$ cat src/rtl/pc_sequencer.sv
// pc_sequencer: owns the MIPS program counter and sequences instruction fetch.
// Each cycle the next PC is one of four things: the sequential value from the
// external fetch adder, a branch or jump target, the held PC (stall), or the
// frozen PC (halt). The run mode (free-running or single-step) is chosen when
// the core leaves IDLE.
// Optional feature: define PC_SEQ_CYCLE_COUNT_EN to build the run-cycle counter
// behind o_cycle_count. Without it, o_cycle_count is tied to zero and the port
// list stays the same.
module pc_sequencer #(
    parameter int             LEN      = 32,
    parameter logic [LEN-1:0] RESET_PC = '0,
    parameter logic [LEN-1:0] INC      = LEN'(4)
) (
    input  logic           i_clk,
    input  logic           i_reset,
    input  logic           i_start,
    input  logic           i_debug_mode,
    input  logic           i_step,
    input  logic           i_stall,
    input  logic           i_branch_taken,
    input  logic [LEN-1:0] i_branch_addr,
    input  logic           i_jump,
    input  logic [LEN-1:0] i_jump_addr,
    input  logic           i_halt,
    input  logic [LEN-1:0] i_adder_sum,
    output logic [LEN-1:0] o_pc,
    output logic           o_adder_enable,
    output logic           o_fetch_valid,
    output logic           o_halted,
    output logic [1:0]     o_state,
    output logic [LEN-1:0] o_cycle_count
);

    localparam logic [1:0] ST_IDLE   = 2'b00;
    localparam logic [1:0] ST_RUN    = 2'b01;
    localparam logic [1:0] ST_STEP   = 2'b10;
    localparam logic [1:0] ST_HALTED = 2'b11;

    // Instruction addresses are word aligned, so redirect targets drop the low two bits.
    localparam logic [LEN-1:0] WORD_MASK = ~LEN'(3);

    logic [1:0]     state_q, state_d;
    logic [LEN-1:0] pc_q, pc_d;
    logic           advance;

    // State register.
    always_ff @(posedge i_clk) begin
        if (i_reset) begin
            state_q <= ST_IDLE;
        end else begin
            state_q <= state_d;
        end
    end

    // Next-state logic. A halt takes effect only inside an advance slot.
    always_comb begin
        state_d = state_q;
        case (state_q)
            ST_IDLE: begin
                if (i_start) begin
                    state_d = i_debug_mode ? ST_STEP : ST_RUN;
                end
            end
            ST_RUN: begin
                if (i_halt) begin
                    state_d = ST_HALTED;
                end
            end
            ST_STEP: begin
                if (i_step && i_halt) begin
                    state_d = ST_HALTED;
                end
            end
            default: state_d = ST_HALTED;
        endcase
    end

    // Output and next-PC selection. Priority is halt, branch, jump, stall, sequential.
    // A branch wins over a jump in the same cycle because the branch belongs to the
    // older instruction. Any redirect flushes past a stall.
    always_comb begin
        advance        = (state_q == ST_RUN) || ((state_q == ST_STEP) && i_step);
        pc_d           = pc_q;
        o_adder_enable = 1'b0;
        o_fetch_valid  = advance && !i_stall;
        if (advance) begin
            if (i_halt) begin
                pc_d = pc_q;
            end else if (i_branch_taken) begin
                pc_d = i_branch_addr & WORD_MASK;
            end else if (i_jump) begin
                pc_d = i_jump_addr & WORD_MASK;
            end else if (i_stall) begin
                pc_d = pc_q;
            end else begin
                pc_d           = i_adder_sum;
                o_adder_enable = 1'b1;
            end
        end
    end

    // Program counter register.
    always_ff @(posedge i_clk) begin
        if (i_reset) begin
            pc_q <= RESET_PC;
        end else begin
            pc_q <= pc_d;
        end
    end

`ifdef PC_SEQ_CYCLE_COUNT_EN
    logic [LEN-1:0] cnt_q, cnt_d;

    // Count every advance slot, including stalled ones; the counter wraps modulo 2^LEN.
    always_comb begin
        cnt_d = advance ? cnt_q + LEN'(1) : cnt_q;
    end

    // Run-cycle counter register.
    always_ff @(posedge i_clk) begin
        if (i_reset) begin
            cnt_q <= '0;
        end else begin
            cnt_q <= cnt_d;
        end
    end

    assign o_cycle_count = cnt_q;
`else
    assign o_cycle_count = '0;
`endif

    assign o_pc     = pc_q;
    assign o_state  = state_q;
    assign o_halted = (state_q == ST_HALTED);

    // The external fetch adder must return o_pc + INC whenever the sequential path is used.
    a_adder_sum: assert property (@(posedge i_clk) disable iff (i_reset)
        o_adder_enable |-> (i_adder_sum == o_pc + INC));

endmodule
$ cat config.mk
export PLATFORM = sky130hd
export DESIGN_NAME = pc_sequencer
export DESIGN_NICKNAME = d
export VERILOG_FILES = /design/src/rtl/pc_sequencer.sv
export SDC_FILE = /design/constraint.sdc
export NUM_CORES = 1
export LEC_CHECK = 0
export BUFFER_PORTS_ARGS = -buffer_cell sky130_fd_sc_hd__buf_2
export CORE_MARGIN = 5
export CORE_UTILIZATION = 40
export CTS_BUF_LIST = sky130_fd_sc_hd__clkbuf_8
export DETAILED_ROUTE_END_ITERATION = 16
export PLACE_DENSITY = 0.85
export SLEW_MARGIN = 20
export SYNTH_ARGS = -nofsm -noshare
export SYNTH_HDL_FRONTEND = slang
export SYNTH_SLANG_ARGS = --single-unit
export TNS_END_PERCENT = 50
$ cat constraint.sdc
create_clock -name i_clk -period 1.8 [get_ports i_clk]
set_input_delay 0.18 -clock i_clk [delete_from_list [all_inputs] [get_ports i_clk]]
set_output_delay 0.18 -clock i_clk [all_outputs]
set_load 0.005 [all_outputs]
# After elaboration in Yosys (flattened, before gate mapping)
# Cells that the tools add are included.
# op_classes
add_sub_neg	0
n_mux	13
order_cmp	0
bitwise	1
shifts	0
eq_ne	7
n_reduce_logical	8
multipliers	0
n_div	0
# ops
op	n
$mux 32	3
$mux 2	4
$ne 2x2->1 const B	3
$pmux 2 s3	1
$reduce_and 3->1	2
$mux 1	5
$eq 2x2->1 const B	2
$logic_and 1x1->1	3
$ne 3x1->1 const B	1
$eq 2x1->1 const B	1
$logic_not 2->1	1
$logic_not 1->1	1
$logic_or 1x1->1	1
$not 1->1	1
# word_totals
mem_bits_ro	0
register_bits	34
latchBits	0
mem_bits_rw	0
mem_count	0
out_inout_bits	69
in_bits	105

# Logic depth before layout (Yosys ltp)
# depth
depth_word	5
ltp_mapped	5

# Worst setup path before layout
# No wires, ideal clock.
# synth_path
path_kind	reg2reg
startpoint	register state_q[1], in the netlist o_state[1]
endpoint	register pc_q[10], in the netlist o_pc[10]
path_slack_ps	449
arrival_time_ps	1228
period_less_slack_ps	1351
t_required_ps	1677
setup_ps	123
stages_incl_launch_ff	6
cell_sequence	dfxtp_1 > nand2b_1 > a221o_1 > buf_6 > buf_12 > mux2i_1
# synth_between
elab_chain_cells	4
word_cells_on_any_way	5
classes_between	eq/ne: 2; reduce/logical: 3
# synth_lines
item	line_no	text
from (decl)	42	logic [1:0] state_q, state_d;
from (signal assigned)	51	state_q <= state_d;
$eq 2x2->1	82	advance = (state_q == ST_RUN) || ((state_q == ST_STEP) && i_step);
$logic_and 1x1->1	82	
$logic_or 1x1->1 (*)	82	
$reduce_and 3->1 (no line) (*)	n/a	
to (signal assigned)	107	pc_q <= pc_d;
to (decl)	43	logic [LEN-1:0] pc_q, pc_d;
# Mark *: on every way between the ends. The rest lies on a longest branch, timed or not.
# A chain may end at the register's enable or synchronous reset.

# Worst setup path in the final report
# layout_path
startpoint	register state_q[0], in the netlist o_state[0]
endpoint	output o_adder_enable
# layout_between
elab_chain_cells	4
word_cells_on_any_way	5
classes_between	eq/ne: 2; mux: 1; reduce/logical: 2
# layout_lines
item	line_no	text
$eq 2x2->1	82	
$logic_and 1x1->1	82	
$logic_or 1x1->1 (*)	82	
$mux 1 (*)	86	if (advance) begin
to (decl)	27	output logic o_adder_enable,
# Marked as above.

==> reports/metrics.yaml <==
clock_skew_ns: 0.00213
r2r_slack_ns: 0.39
worstPathRequired_ns: 1.62
ys_ff_latch: 34
wire_per_inst_um: 12.4
drt_iter0_drc: 43
ir_worst_vdd_v: 0.000313
cts_buffers: 5
synth_area_leaders: "dfxtp_1, mux2i_1, mux2_2"
synth_top_area_cell: "dfxtp_1"
groute.usage.overall_pct: 14.7
worstSetupStartpoint: "o_state[0]"
r2r_start: "o_state[1]"
max_cap_violations: 0
ys_types: 24
routabilityCongestion: 0.725
die_h_um: 86.7
slew_headroom_pct: 61.9
drv_slew: 0
cts_tree: "yes"
firstDrtPassIters: 3
ios: 174
avgSynthCellArea_sq_um: 9.16
synth_common_cells: "dfxtp_1, buf_4, mux2i_1, nand2_1, nand2b_1"
synth_top_area_share_pct: 28.9
worst_slew_pin_slew_ns: 0.571
finalSetupViolCount: 0
crit_end: "o_adder_enable"
fill_cells: 568
cellLeakagePower_nw: 1.62
antenna_cells: 0
multi_input_area_sq_mm: 0.00141
cts.sinks: 34
route.detailed.drc: 0
clk_pin_slew_worst_paths_ns: 0.06
holdWs_ns: 0.0999
die-area_sq_mm: 0.00752
grt_start_max_net_pins: 61
fmax_mhz: 653
clk_latency_ns: 0.27
postCtsHoldBufs: 0
cp-end-kind: "output port"
die_w_um: 86.7
fp-row-count: 28
hpwlAfterDp_um: 4720
regArea_sq_um: 681
layout_worst_path_cycle_share_pct: 85.1
synth_edf_count: 0
min_path_cells: 2
rr_endpoint: "o_pc[18]"
syn2layout_area_growth_pct: 28.0
finalNetCount: 492
via_count: 2137
synth_warnings: 0
setup.worst_path.class: "flip-flop to output port"
reg2reg_depth: 4
status: "finished, final reports clean"
root_buffer: "clkbuf_8"
portBuffers: 137
cts_setup_buffers: 0
ys.flop_type: "dfxtp_1"
core_area_sq_mm: 0.00582
crit_path_max_fanout: 7
utilization_pct: 51.8
clk_path_buf_depth: 2
rsz0062_at_grt: "false"
synth_most_common_cell: "dfxtp_1"
synth_seq_area_share_pct: 28.9
fin_crit_ns: 1.53
start_util_pct: 40.5
worstPathArrival_ns: 1.35
grt_pass1_vias: 2114
synth_area_sq_mm: 0.00235
final_hold_viol_count: 0
postSynthCellCount: 257
tns_ns: 0
async_reset_ff_share_pct: 0
crit_path_start_kind: "flip-flop"
holdCritPathClass: "input port to flip-flop"
antenna_found_initial: 0
drt-total-wl_um: 5740
grt_pass1_wl_um: 9010
viasPerCell: 4.63
grt_overflow: 0
cts_resized: 0
htreeDepth: 2
layout-drive-gt1-share_pct: 46.3
ant_nets: 0
powerDensity_mw_per_mm2: 586
==> layer usage <==
metal | routed length, um | track usage, % | vias to the layer above
li1 | - | - | 1087
met1 | 2170 | 16.3 | 948
met4 | 50 | 4.96 | 0
met2 | 2990 | 26.8 | 96
met3 | 537 | 4.18 | 6
met5 | 0 | 0 | -
==> state kept, by name, indices dropped and copies added, names as in the netlist <==
signal / flops
o_state: 2
o_pc: 32
==> kinds of logic (layout without fill, tap and decap cells) <==
logic type	count (synthesis)	count (layout)	share of synthesized area (%)
AND/OR/NAND/NOR	74	74	16.2
multiplexers	62	62	28.0
flip-flops	34	34	28.9
AO/OA/AOI/OAI	34	34	10.8
buffers and inverters	52	151	16.0
other	1	32	0.159
==> through the flow <==
stage / setup slack (ns) / std cells / cell area, sq um / power, mW
6_report: 0.268 / 462 / 3010 / 1.77
5_1_grt: 0.154 / 462 / 3010 / 1.88
4_1_cts: 0.245 / 462 / 3010 / 1.80
3_5_place_dp: 0.403 / 455 / 2940 / 1.29
3_3_place_gp: 0.438 / 455 / 2940 / 1.28
2_1_floorplan: 0.449 / 288 / 2470 / 1.17
==> cells in the final DEF (no fill, tap or decap), drive strengths merged <==
cell type and count:
a21oi 2, a221o 1, a311oi 1, and2 2
buf 143, clkbuf 5, conb 32, dfxtp 34
inv 3, mux2 30, mux2i 32, nand2 32
nand2b 31, nand3 2, nand3b 2, nor2 3
nor3b 1, nor4b 1, o211ai 30
==> how the worst min path moves through the flow <==
stage               startpoint         end  slack [ns]
CTS                    i_reset  o_state[1]        0.08
global placement       i_reset  o_state[1]        0.39
global route           i_reset  o_state[1]         0.1
detailed placement     i_reset  o_state[1]        0.39
floorplan              i_reset  o_state[1]        0.25
finish                 i_reset  o_state[1]         0.1
==> where the power goes <==
group / internal [mW] / switching (mW) / total, mW
Sequential: 0.796 / 0.0231 / 0.819
Combinational: 0.248 / 0.205 / 0.453
Clock: 0.254 / 0.239 / 0.493
Total: 1.30 / 0.467 / 1.77
==> final cells by class <==
type | count | share of cell area (%)
timing repair buffer | 143 | 24.7
clock inverter | 2 | 0.249
clock buffer | 5 | 2.29
multi-input combinational | 202 | 46.9
sequential | 34 | 22.6
inverter | 1 | 0.125
tap | 75 | 3.12
==> worst max-delay path: stages (launching register included) <==
cell      delay, ns
dfxtp_1        0.36
nand3b_1       0.19
and2_1         0.16
nor4b_1        0.22
buf_2          0.16
(Power assumes the default switching activity.)
